==> src/rtl/serv_csr_mi_pkg.sv <==
// Shared constants and lane helpers for the machine-mode CSR datapath.
// Source selects, trap cause codes and CSR field bit positions.
package serv_csr_mi_pkg;

  localparam logic [1:0] CSR_SOURCE_CSR = 2'b00;
  localparam logic [1:0] CSR_SOURCE_EXT = 2'b01;
  localparam logic [1:0] CSR_SOURCE_SET = 2'b10;
  localparam logic [1:0] CSR_SOURCE_CLR = 2'b11;

  localparam logic [3:0] MCAUSE_MSI    = 4'd3;
  localparam logic [3:0] MCAUSE_MTI    = 4'd7;
  localparam logic [3:0] MCAUSE_MEI    = 4'd11;
  localparam logic [3:0] MCAUSE_EBREAK = 4'd3;
  localparam logic [3:0] MCAUSE_ECALL  = 4'd11;
  localparam logic [3:0] MCAUSE_LMIS   = 4'd4;
  localparam logic [3:0] MCAUSE_SMIS   = 4'd6;
  localparam logic [3:0] MCAUSE_JMIS   = 4'd0;

  localparam logic [4:0] MSTATUS_MIE  = 5'd3;
  localparam logic [4:0] MSTATUS_MPIE = 5'd7;
  localparam logic [4:0] MIE_MSI      = 5'd3;
  localparam logic [4:0] MIE_MTI      = 5'd7;
  localparam logic [4:0] MIE_MEI      = 5'd11;
  localparam logic [4:0] MCAUSE_INT   = 5'd31;

  // Field bit k sits in the chunk when (k - pos) mod 32 < w.
  function automatic logic lane_hit(
    input logic [4:0] k,
    input logic [4:0] pos,
    input int         w
  );
    logic [4:0] off;
    off = k - pos;
    return int'(off) < w;
  endfunction

  function automatic logic lane_bit(
    input logic [31:0] v,
    input logic [4:0]  k,
    input logic [4:0]  pos
  );
    return v[5'(k - pos)];
  endfunction

endpackage

==> src/rtl/serv_csr_irq.sv <==
// Interrupt pending, fixed-priority encode and registered irq request.
// Level sensitive: sampled at every non-init instruction end.
module serv_csr_irq
  import serv_csr_mi_pkg::*;
#(
  parameter string RESET_STRATEGY = "MINI"
) (
  input  logic       i_clk,
  input  logic       i_rst,
  input  logic       i_init,
  input  logic       i_cnt_done,
  input  logic       i_trap,
  input  logic       i_mstatus_mie,
  input  logic       i_mie_msie,
  input  logic       i_mie_mtie,
  input  logic       i_mie_meie,
  input  logic       i_msip,
  input  logic       i_mtip,
  input  logic       i_meip,
  output logic       o_new_irq,
  output logic [3:0] o_irq_code
);

  localparam bit RST_EN = (RESET_STRATEGY != "NONE");

  logic [2:0] pend;
  logic [3:0] code;

  assign pend = {i_meip & i_mie_meie,
                 i_msip & i_mie_msie,
                 i_mtip & i_mie_mtie};

  always_comb begin
    code = MCAUSE_MTI;
    if (pend[2])      code = MCAUSE_MEI;
    else if (pend[1]) code = MCAUSE_MSI;
  end

  // Trap completion wins over a fresh request in the same cycle.
  always_ff @(posedge i_clk or posedge i_rst) begin
    if (i_rst) begin
      if (RST_EN) o_new_irq <= 1'b0;
    end else if (i_trap & i_cnt_done) begin
      o_new_irq <= 1'b0;
    end else if (!i_init & i_cnt_done) begin
      o_new_irq <= i_mstatus_mie & (|pend);
    end
  end

  always_ff @(posedge i_clk) begin
    if (!i_init & i_cnt_done) o_irq_code <= code;
  end

endmodule

==> src/rtl/serv_csr_mi.sv <==
// Chunked machine-mode CSR datapath: mstatus, mie, mip, mcause.
// Builds CSR read/write data per chunk; RF-held CSRs pass through.
module serv_csr_mi
  import serv_csr_mi_pkg::*;
#(
  parameter int    W              = 1,
  parameter int    B              = W - 1,
  parameter string RESET_STRATEGY = "MINI",
  parameter bit    WITH_MSIP_MEIP = 1'b1
) (
  input  logic         i_clk,
  input  logic         i_rst,
  input  logic         i_init,
  input  logic         i_en,
  input  logic [4:0]   i_bitpos,
  input  logic         i_cnt_done,
  input  logic         i_mem_op,
  input  logic         i_mem_cmd,
  input  logic         i_e_op,
  input  logic         i_ebreak,
  input  logic         i_trap,
  input  logic         i_mret,
  input  logic         i_mstatus_en,
  input  logic         i_mie_en,
  input  logic         i_mip_en,
  input  logic         i_mcause_en,
  input  logic [1:0]   i_csr_source,
  input  logic         i_csr_d_sel,
  input  logic [B:0]   i_csr_imm,
  input  logic [B:0]   i_rs1,
  input  logic [B:0]   i_rf_csr_out,
  input  logic         i_mtip,
  input  logic         i_msip,
  input  logic         i_meip,
  output logic         o_new_irq,
  output logic [B:0]   o_csr_in,
  output logic [B:0]   o_q
);

  localparam bit RST_EN = (RESET_STRATEGY != "NONE");

  logic        mstatus_mie;
  logic        mstatus_mpie;
  logic        mie_msie;
  logic        mie_mtie;
  logic        mie_meie;
  logic        mcause_int;
  logic [3:0]  mcause_code;
  logic [3:0]  irq_code;
  logic [3:0]  exc_code;
  logic        msip_l;
  logic        meip_l;
  logic        trap_done;
  logic [B:0]  d;
  logic [B:0]  csr_out;
  logic [31:0] word;
  logic [31:0] wd32;

  assign msip_l    = WITH_MSIP_MEIP & i_msip;
  assign meip_l    = WITH_MSIP_MEIP & i_meip;
  assign trap_done = i_trap & i_cnt_done;
  assign d         = i_csr_d_sel ? i_csr_imm : i_rs1;

  always_comb begin
    word = '0;
    if (i_mstatus_en) begin
      word[MSTATUS_MIE]  = mstatus_mie;
      word[MSTATUS_MPIE] = mstatus_mpie;
      word[12:11]        = 2'b11;
    end
    if (i_mie_en) begin
      word[MIE_MSI] = mie_msie;
      word[MIE_MTI] = mie_mtie;
      word[MIE_MEI] = mie_meie;
    end
    if (i_mip_en) begin
      word[MIE_MSI] = msip_l;
      word[MIE_MTI] = i_mtip;
      word[MIE_MEI] = meip_l;
    end
    if (i_mcause_en) begin
      word[MCAUSE_INT] = mcause_int;
      word[3:0]        = mcause_code;
    end
  end

  always_comb begin
    csr_out = '0;
    for (int l = 0; l < W; l++)
      csr_out[l] = word[5'(i_bitpos + 5'(l))];
  end

  assign o_q = i_en ? (i_rf_csr_out | csr_out) : '0;

  always_comb begin
    unique case (i_csr_source)
      CSR_SOURCE_EXT: o_csr_in = d;
      CSR_SOURCE_SET: o_csr_in = o_q | d;
      CSR_SOURCE_CLR: o_csr_in = o_q & ~d;
      default:        o_csr_in = o_q;
    endcase
  end

  always_comb begin
    wd32      = '0;
    wd32[B:0] = o_csr_in;
  end

  always_comb begin
    unique case (1'b1)
      i_e_op & i_ebreak:              exc_code = MCAUSE_EBREAK;
      i_e_op & ~i_ebreak:             exc_code = MCAUSE_ECALL;
      ~i_e_op & i_mem_op & i_mem_cmd:  exc_code = MCAUSE_SMIS;
      ~i_e_op & i_mem_op & ~i_mem_cmd: exc_code = MCAUSE_LMIS;
      default:                        exc_code = MCAUSE_JMIS;
    endcase
  end

  // Trap beats mret beats an explicit mstatus write.
  always_ff @(posedge i_clk or posedge i_rst) begin
    if (i_rst) begin
      if (RST_EN) begin
        mstatus_mie  <= 1'b0;
        mstatus_mpie <= 1'b0;
        mie_msie     <= 1'b0;
        mie_mtie     <= 1'b0;
        mie_meie     <= 1'b0;
      end
    end else begin
      if (trap_done) begin
        mstatus_mie  <= 1'b0;
        mstatus_mpie <= mstatus_mie;
      end else if (i_mret) begin
        mstatus_mie  <= mstatus_mpie;
        mstatus_mpie <= 1'b1;
      end else if (i_en & i_mstatus_en) begin
        if (lane_hit(MSTATUS_MIE, i_bitpos, W))
          mstatus_mie <= lane_bit(wd32, MSTATUS_MIE, i_bitpos);
        if (lane_hit(MSTATUS_MPIE, i_bitpos, W))
          mstatus_mpie <= lane_bit(wd32, MSTATUS_MPIE, i_bitpos);
      end
      if (i_en & i_mie_en) begin
        if (WITH_MSIP_MEIP && lane_hit(MIE_MSI, i_bitpos, W))
          mie_msie <= lane_bit(wd32, MIE_MSI, i_bitpos);
        if (lane_hit(MIE_MTI, i_bitpos, W))
          mie_mtie <= lane_bit(wd32, MIE_MTI, i_bitpos);
        if (WITH_MSIP_MEIP && lane_hit(MIE_MEI, i_bitpos, W))
          mie_meie <= lane_bit(wd32, MIE_MEI, i_bitpos);
      end
    end
  end

  always_ff @(posedge i_clk) begin
    if (trap_done) begin
      mcause_int  <= o_new_irq;
      mcause_code <= o_new_irq ? irq_code : exc_code;
    end else if (i_en & i_mcause_en) begin
      if (lane_hit(MCAUSE_INT, i_bitpos, W))
        mcause_int <= lane_bit(wd32, MCAUSE_INT, i_bitpos);
      for (int k = 0; k < 4; k++)
        if (lane_hit(5'(k), i_bitpos, W))
          mcause_code[k] <= lane_bit(wd32, 5'(k), i_bitpos);
    end
  end

  serv_csr_irq #(
    .RESET_STRATEGY (RESET_STRATEGY)
  ) u_irq (
    .i_clk          (i_clk),
    .i_rst          (i_rst),
    .i_init         (i_init),
    .i_cnt_done     (i_cnt_done),
    .i_trap         (i_trap),
    .i_mstatus_mie  (mstatus_mie),
    .i_mie_msie     (mie_msie),
    .i_mie_mtie     (mie_mtie),
    .i_mie_meie     (mie_meie),
    .i_msip         (msip_l),
    .i_mtip         (i_mtip),
    .i_meip         (meip_l),
    .o_new_irq      (o_new_irq),
    .o_irq_code     (irq_code)
  );

endmodule

==> config.mk <==
export PLATFORM = sky130hd
export DESIGN_NAME = serv_csr_mi
export DESIGN_NICKNAME = d
export VERILOG_FILES = /design/src/rtl/serv_csr_mi_pkg.sv /design/src/rtl/serv_csr_irq.sv /design/src/rtl/serv_csr_mi.sv
export SDC_FILE = /design/constraint.sdc
export NUM_CORES = 1
export LEC_CHECK = 0
export BUFFER_PORTS_ARGS = -buffer_cell sky130_fd_sc_hd__buf_2
export CAP_MARGIN = 10
export CORE_MARGIN = 3
export CORE_UTILIZATION = 48
export DETAILED_ROUTE_END_ITERATION = 16
export GPL_TIMING_DRIVEN = 0
export PLACE_DENSITY_LB_ADDON = 0.25
export SLEW_MARGIN = 20
export SYNTH_ARGS = -nofsm -noshare
export SYNTH_HDL_FRONTEND = slang
export SYNTH_SLANG_ARGS = --single-unit
==> constraint.sdc <==
create_clock -name i_clk -period 1.7 [get_ports i_clk]
set_input_delay 0.255 -clock i_clk [delete_from_list [all_inputs] [get_ports i_clk]]
set_output_delay 0.255 -clock i_clk [all_outputs]
set_load 0.05 [all_outputs]
# --- After elaboration in Yosys (flattened, before gate mapping) ---
# Cells that the tools add are included.
word_totals:
  output_inout_bits: 3
  inputBits: 29
  ff_bits: 15
classes:
  add_sub_neg: 7
  n_bitwise: 21
  n_eq_ne: 3
  n_lt_le_gt_ge: 15
  mux: 51
  n_reduce_logical: 22
ops:
  columns: ["op", "count"]
  rows:
  - ["less-than comparator 5 x 6 -> 1 bit (second input constant)", 8]
  - ["binary-select mux 1 bit (select 5 bit)", 8]
  - ["less-than comparator 5 x 1 -> 1 bit (second input constant)", 7]
  - ["two-way mux 1 bit", 35]
  - ["AND reduction 2 bit", 10]
  - ["two-way mux 4 bit", 4]
  - ["case mux 4 bit (4 select lines)", 1]
  - ["bitwise AND 1 bit", 15]
  - ["nonzero test 2 bit", 7]
  - ["subtractor 1 x 5 -> 5 bit (first input constant)", 2]
  - ["subtractor 2 x 5 -> 5 bit (first input constant)", 2]
  - ["nonzero test 3 bit", 3]
  - ["subtractor 3 x 5 -> 5 bit (first input constant)", 1]
  - ["subtractor 4 x 5 -> 5 bit (first input constant)", 1]
  - ["subtractor 5 bit (first input constant)", 1]
  - ["== test 2 bit (second input constant)", 2]
  - ["inverter 1 bit", 4]
  - ["two-way mux 3 bit", 1]
  - ["case mux 1 bit (3 select lines)", 1]
  - ["OR reduction 3 bit", 1]
  - ["== test 2 x 1 -> 1 bit (second input constant)", 1]
  - ["two-way mux 2 bit", 1]
  - ["OR 1 bit", 2]
  - ["zero test 1 bit", 1]

# --- Longest topological paths before layout ---
# Gate-level depths: netlist of the first run.
depth:
  word_depth: 16
  depth_mapped: 9
  depth_no_buf: 8

# --- Cells and area by module ---
# Synthesis of the first run repeated with hierarchy kept, for this count alone.
hier_totals:
  cells_unflattened: 168
  hier_area_um2: 1430.1
modules_own_cells:
  columns: ["mod", "cells_per_inst", "seq_area_each_um2", "area_each_um2", "n_inst"]
  rows:
  - ["serv_csr_mi", 152, 275.3, 1257.5, 1]
  - ["serv_csr_irq", 16, 85.1, 172.7, 1]

# --- Worst setup path after synthesis of the first run ---
# OpenSTA, ideal clock, no wires.
synth_path:
  kind: "in2out"
  from: "input port i_mie_en"
  to: "output port o_q"
  t_arrival_ns: 1.802
  required_ns: 1.445
  setup_slack_ns: -0.357
  path_buffers: 1
  path_stages: 5
  cell_sequence: "buf_4 > mux2i_1 > a2111oi_2 > o31ai_1 > a21oi_1"
synth_via:
  elab_chain_len: 7
synth_rtl:
  columns: ["item", "line", "source"]
  rows:
  - ["start, declared", "serv_csr_mi.sv:24", "input logic i_mie_en,"]
  - ["two-way mux 1 bit", "serv_csr_mi.sv:71", "if (i_mie_en) begin"]
  - ["two-way mux 1 bit", "serv_csr_mi.sv:76", "if (i_mip_en) begin"]
  - ["two-way mux 4 bit", "serv_csr_mi.sv:81", "if (i_mcause_en) begin"]
  - ["binary-select mux 1 bit (select 5 bit) *", "serv_csr_mi.sv:90", "csr_out[l] = word[5'(i_bitpos + 5'(l))];"]
  - ["two-way mux 1 bit (implied by the code) *", "serv_csr_mi.sv:90", null]
  - ["OR 1 bit *", "serv_csr_mi.sv:93", "assign o_q = i_en ? (i_rf_csr_out | csr_out) : '0;"]
  - ["two-way mux 1 bit *", "serv_csr_mi.sv:93", null]
  - ["end, declared", "serv_csr_mi.sv:37", "output logic [B:0] o_q"]
# Mark *: on every way between the ends. The rest lies on a longest branch, timed or not. The select of a mux whose other input is x is not followed.

# --- Worst setup path after layout of the first run ---
layout_path:
  from: "register mie_mtie"
  to: "output port o_csr_in"
layout_via:
  elab_chain_len: 8
layout_rtl:
  columns: ["item", "line", "source"]
  rows:
  - ["start, declared", "serv_csr_mi.sv:45", "logic mie_mtie;"]
  - ["start signal, assigned", "serv_csr_mi.sv:146", "mie_mtie <= lane_bit(wd32, MIE_MTI, i_bitpos);"]
  - ["two-way mux 1 bit *", "serv_csr_mi.sv:71", null]
  - ["two-way mux 1 bit *", "serv_csr_mi.sv:76", null]
  - ["binary-select mux 1 bit (select 5 bit) *", "serv_csr_mi.sv:90", null]
  - ["two-way mux 1 bit (implied by the code) *", "serv_csr_mi.sv:90", null]
  - ["OR 1 bit *", "serv_csr_mi.sv:93", null]
  - ["two-way mux 1 bit *", "serv_csr_mi.sv:93", null]
  - ["bitwise AND 1 bit / OR 1 bit (equally long branches)", "serv_csr_mi.sv:99, serv_csr_mi.sv:98", null]
  - ["case mux 1 bit (3 select lines) *", "serv_csr_mi.sv:96", "unique case (i_csr_source)"]
  - ["end, declared", "serv_csr_mi.sv:36", "output logic [B:0] o_csr_in,"]
# Marked as above.

==> impl_metrics.json, run 1 <==
{
  "remaining_drc_errors": 0,
  "cap_violations": 0,
  "cp_max_fo": 3,
  "seqPwrFrac": 0.392,
  "switching_share": 0.350,
  "synth_cell_types": 43,
  "path_cells": "a21oi_1 -> a221oi_2 -> nor4_1 -> a2111o_1 -> clkinv_4 -> buf_8",
  "dp_hpwl_um": 2610,
  "die_h_um": 57.8,
  "power.density_nw_per_um2": 526,
  "ys_top_cells_by_area": "edfxtp_1 16%, dfrtp_1 12%, ha_1 12%",
  "ir_worst_vdd_v": 0.000508,
  "place_area_um2": 1520,
  "cts_tree": "yes",
  "initial_utilization": 0.511,
  "yosysWarnings": 0,
  "stdcell_area_um2": 1740,
  "dr_total_vias": 1420,
  "numClockSinks": 13,
  "die_w_um": 57.8,
  "routedWlPerCell_um": 16.3,
  "cts_htree_levels": 1,
  "grt_setup_unrepaired": "true",
  "slew_violations": 0,
  "synth_top_cell_by_area": "edfxtp_1",
  "min_path_type": "input port to flip-flop",
  "grt_pass1_wl_um": 6070,
  "drt_iter0_drc": 83,
  "start_kind": "flip-flop",
  "p_int_uw": 594,
  "synthCells": 156,
  "p_switching_uw": 319,
  "critPathMaxStageDelay_ns": 0.50,
  "seq_area_frac_synth": 0.280,
  "grt_pass1_vias": 1385,
  "cts_buffers": 3,
  "viasPerCell": 6.17,
  "yosysTopAreaCellShare": 0.163,
  "violations": "setup timing",
  "fin_nets": 242,
  "cp_slowest_cell": "a2111o_1",
  "grt_usage": 0.233,
  "fin_skew_ns": 0.000453,
  "n_fill_cell": 196,
  "clock_path_buffers": 2,
  "setup_viol": 12,
  "synthFlopType": "edfxtp_1",
  "synth-compound-area-share": 0.213,
  "hold_viol": 0,
  "max_freq_ghz": 0.469,
  "critPathArrivalTime_ns": 1.88,
  "antenna_found_initial": 0,
  "comb_power_share": 0.390,
  "worst_slack_ns": -0.433,
  "drtAntennaViolNets": 0,
  "clockRootBuffer": "clkbuf_4",
  "power_uw": 913,
  "numPortBuffers": 30,
  "pwr-share-clk": 0.218,
  "path_class": "flip-flop to primary output",
  "area_growth_pct": 34.8,
  "grt_max_degree": 14,
  "required_ns": 1.44,
  "worstMarginPinSlew_ns": 0.484,
  "grt_overflow": 0,
  "post-route-min-period_ns": 2.13,
  "synth_edf_count": 7,
  "clkTransAtPathRegs_ns": 0.08,
  "async_flop_share": 0.462,
  "die_area_um2": 3340,
  "syn_area_per_cell_um2": 8.26,
  "synth_mux_area_frac": 0.0398,
  "synth_nets": 197,
  "critPathTopFamily": "compound AO/OA/AOI/OAI gates",
  "period_share": 1.25,
  "endpoint_kind": "primary output",
  "io_pins": 32,
  "slew_headroom": 0.673,
  "synth-seq-cells": 13,
  "insertion_delay_ns": 0.28,
  "synthAdderAreaFrac": 0.117,
  "wl_um": 3740,
  "layout-drive-gt1-share": 0.340,
  "synth_top_family_by_area": "simple AND/OR/NAND/NOR gates",
  "synth-simple-area-share": 0.258,
  "critPathBufInv": 2,
  "status": "finished with violations",
  "antenna_cells": 0,
  "place.gp.congestion": 0.872,
  "std_cell_rows": 18,
  "synthXorXnorAreaFrac": 0.0340,
  "netlist_area_um2": 1290,
  "drtPass1Iterations": 4,
  "p_leak_uw": 0.000742,
  "coreArea_um2": 2520
}
-- repair_timing --
item,4_1_cts,5_1_grt
hold buffers,1,0
endpoints found under the setup margin,14,16
endpoints found under the hold margin,6,0
setup buffers,6,4
resized for setup,12,14
pin swaps,3,5
-- synthesized netlist by cell type, types with 2 or more instances --
| cell | number |
|---|---|
| a21oi_1 | 10 |
| a31oi_1 | 3 |
| o21ai_0 | 9 |
| nor2b_1 | 5 |
| nand2_1 | 15 |
| and2_1 | 2 |
| nand4_1 | 4 |
| nor4b_1 | 2 |
| buf_2 | 3 |
| o22ai_1 | 3 |
| inv_1 | 10 |
| clkbuf_1 | 3 |
| edfxtp_1 | 7 |
| nor3_1 | 3 |
| dfrtp_1 | 6 |
| mux2i_1 | 4 |
| nand3_1 | 11 |
| xor2_1 | 2 |
| o31ai_1 | 4 |
| ha_1 | 12 |
| nor2_1 | 7 |
| xnor2_1 | 3 |
| nor4_1 | 4 |
| nand3b_1 | 5 |
-- power by group through the flow --
stage / clock [uW] / sequential, uW / combinational (uW)
after floorplan: 0 / 363 / 180
after global placement: 0 / 365 / 265
after detailed placement: 0 / 366 / 272
after CTS: 203 / 358 / 314
after global routing: 215 / 360 / 386
final: 199 / 358 / 356
-- state kept, by name, summed over array words and instances (netlist names) --
register and cells:
mcause_code 4, mcause_int 1, mie_meie 1, mie_msie 1, mie_mtie 1, mstatus_mie 1
mstatus_mpie 1, u_irq.o_irq_code 2, u_irq.o_new_irq 1
-- worst paths after layout --
check                          from             end  slack (ns)  cells past startpoint
min in group asynchronous     i_rst        mie_meie        0.42                      3
min                          i_mret     mstatus_mie        0.18                      2
max                        mie_mtie        o_csr_in       -0.43                      6
max reg2reg                mie_meie  mcause_code[1]       -0.34                      8
max in group asynchronous     i_rst     mstatus_mie        1.08                      3
min reg2reg                mie_meie        mie_meie        0.55                      1
-- cells in the final DEF (no fill, tap or decap), drive strengths merged, types with 2 or more instances in the layout --
cell    count
buf        42
nand2      15
ha         12
nand3      11
inv        10
a21oi      10
o21ai       9
clkbuf      8
nor2        7
edfxtp      7
dfrtp       6
nor2b       5
nand3b      5
o31ai       5
mux2i       4
nor4        4
nand4       4
a31oi       3
nor3        3
o22ai       3
xnor2       3
xor2        2
and2        2
nor4b       2
-- metrics by stage --
stage	setup slack [ns]	hold WS [ns]	instances	TNS (ns)	util
detailed placement	-0.592	0.180	216	-5.95	0.603
floorplan	-0.145	0.0460	156	-0.565	-
CTS	-0.412	0.177	226	-2.05	0.651
global placement	-0.588	0.170	216	-5.56	0.603
global route	-0.505	0.181	230	-4.19	0.688
finish	-0.433	0.184	230	-3.34	0.688
-- layout make-up --
type                            instances  area (um2)  share of cell area
Tap cell                               30        37.5              0.0216
Sequential cell                        13         360               0.207
Inverter                               11        46.3              0.0267
Multi-Input combinational cell        125         960               0.553
Buffer                                  6        42.5              0.0245
Clock buffer                            4        26.3              0.0151
Timing Repair Buffer                   41         264               0.152
-- per-layer routing --
metal  GRT usage  share of wire
met1       0.300           0.40
met2       0.382           0.47
met3      0.0445          0.094
met4      0.0993          0.033
met5           0              0
-- logic make-up after synthesis --
group                      Yosys count
buffers and inverters               18
xor gates and xnor gates             5
and+or+nand+nor                     62
adders and majority gates           12
DFF                                 13
AOI/OAI and AO/OA                   41
muxes                                5
-- worst reg2reg max path: stages (launching register included) --
cell	delay, ns
dfrtp_1	0.40
mux2i_1	0.24
a2111oi_4	0.12
nor4_1	0.25
a2111o_1	0.24
clkinv_4	0.08
buf_4	0.13
buf_6	0.12
a31o_2	0.23
No activity file was read; power rests on OpenSTA's default activity.
==> run 2, diff against run 1 <==
Settings changed: PLACE_DENSITY set to 0.76, PLACE_DENSITY_LB_ADDON 0.25 to not set.
==> impl_metrics.json, run 2 (synthesized netlist as in run 1, its figures left out) <==
{
  "coreArea_um2": 2520,
  "viasPerCell": 6.22,
  "r2r_setup_slack_ns": -0.37,
  "hold_viol": 0,
  "clkTransAtPathRegs_ns": 0.09,
  "power.density_nw_per_um2": 529,
  "initial_utilization": 0.511,
  "seq_area_um2": 360,
  "status": "finished with violations",
  "slew_headroom": 0.667,
  "critPathMaxStageDelay_ns": 0.52,
  "dp_hpwl_um": 2790,
  "required_ns": 1.44,
  "hold_ws_ns": 0.193,
  "cp_slowest_cell": "a2111o_1",
  "grt_setup_unrepaired": "true",
  "worstMarginPinSlew_ns": 0.496,
  "max_freq_ghz": 0.458,
  "post-route-min-period_ns": 2.18,
  "power_uw": 932,
  "critPathArrivalTime_ns": 1.93,
  "grt_pass1_vias": 1361,
  "drtAntennaViolNets": 0,
  "antenna_cells": 0,
  "place.gp.congestion": 0.875,
  "r2r-end": "mstatus_mpie",
  "wl_um": 3990,
  "drt_iter0_drc": 68,
  "layout_common_cells": "26 x buf_2, 15 x nand2_1, 14 x buf_4",
  "cts_htree_levels": 1,
  "std_cell_rows": 18,
  "clock_path_buffers": 2,
  "path_class": "flip-flop to primary output",
  "insertion_delay_ns": 0.29,
  "cp_max_fo": 3,
  "clockRootBuffer": "clkbuf_4",
  "critPathBufInv": 2,
  "drtPass1Iterations": 4,
  "die_w_um": 57.8,
  "ir_worst_vdd_v": 0.000568,
  "largest_reg_flops": 4,
  "slew_violations": 0,
  "numPortBuffers": 30,
  "layout-drive-gt1-share": 0.345,
  "cap_violations": 0,
  "min_path_type": "input port to flip-flop",
  "io_pins": 32,
  "antenna_found_initial": 0,
  "p_leak_uw": 0.000761,
  "n_fill_cell": 204,
  "fin_tns_setup_ns": -3.83,
  "reg_top3": "mcause_code (4), u_irq.o_irq_code (2)",
  "fin_nets": 245,
  "violations": "setup timing",
  "area_growth_pct": 36.7,
  "r2r_start": "mie_mtie",
  "start_kind": "flip-flop",
  "dr_total_vias": 1449,
  "setup_viol": 12,
  "die_area_um2": 3340,
  "grt_overflow": 0,
  "routedWlPerCell_um": 17.1,
  "final_common_cell": "buf_2",
  "worst_slack_ns": -0.483,
  "cts_buffers": 3,
  "largest-register": "mcause_code",
  "worstRegToRegCells": 9,
  "path_cells": "a21oi_1 -> a221oi_2 -> nor4_2 -> a2111o_1 -> clkinv_4 -> buf_8",
  "die_h_um": 57.8,
  "critPathTopFamily": "compound AO/OA/AOI/OAI gates",
  "cts_tree": "yes",
  "fin_skew_ns": 0.00838,
  "endpoint_kind": "primary output",
  "hold_start": "i_trap",
  "grt_pass1_wl_um": 6170,
  "min_to": "u_irq.o_new_irq",
  "multi_input_area_um2": 956,
  "grt_usage": 0.239,
  "grt_max_degree": 14,
  "numClockSinks": 13,
  "period_share": 1.28,
  "hold_depth": 2,
  "remaining_drc_errors": 0
}
-- run 2: where the power goes --
group	switching, uW	internal, uW	leakage (uW)
clock network	120	91.3	0.0000150
logic	205	155	0.000607
registers	10.3	349	0.000139
-- run 2: cell type report --
type / count / area share
repair buffers: 44 / 0.164
inverters: 11 / 0.0263
plain buffers: 6 / 0.0263
multi-input cells: 125 / 0.543
clock buffers: 4 / 0.0149
well taps: 30 / 0.0213
flip-flops and latches: 13 / 0.205
-- run 2: how the worst max path moves through the flow --
| stage | from | to | slack (ns) | cells after the start |
|---|---|---|---|---|
| final | mie_mtie | o_csr_in | -0.48 | 6 |
| after global routing | mstatus_mpie | o_csr_in | -0.53 | 6 |
| after CTS | mie_meie | o_csr_in | -0.49 | 6 |
| after detailed placement | i_bitpos[1] | o_csr_in | -0.71 | 8 |
| after global placement | i_bitpos[1] | o_csr_in | -0.59 | 8 |
| after floorplan | i_mie_en | mstatus_mie | -0.14 | 8 |
-- run 2: metal layers --
| metal | routed length (um) | track usage | vias to the layer above |
|---|---|---|---|
| met1 | 1470 | 0.293 | 656 |
| li1 | - | - | 672 |
| met5 | 0 | 0 | - |
| met2 | 1950 | 0.405 | 100 |
| met4 | 97 | 0.0894 | 0 |
| met3 | 479 | 0.0601 | 21 |
-- run 2: stage by stage --
stage,instances,cell area [um2],util,setup slack (ns)
global route,233,1760,0.698,-0.530
finish,233,1760,0.698,-0.483
floorplan,156,1330,-,-0.145
CTS,226,1640,0.650,-0.494
detailed placement,216,1520,0.603,-0.711
global placement,216,1520,0.603,-0.593
-- run 2: worst register-to-register path: stages (launching register included) --
cell and delay, ns:
dfrtp_1 0.40, a21oi_1 0.10, a221oi_2 0.33, nor4_2 0.06, a2111o_1 0.52, clkinv_4 0.09, buf_4 0.10, buf_6 0.10
nand4_1 0.08, a31oi_1 0.21
-- run 2: timing repair --
| action | CTS | global route |
|---|---|---|
| pin swaps | 5 | 7 |
| setup endpoints to repair | 14 | 15 |
| cloned | 0 | 0 |
| gates resized for setup | 12 | 16 |
| hold buffers | 1 | 0 |
| setup buffers | 6 | 7 |
| endpoints found under the hold margin | 6 | 0 |
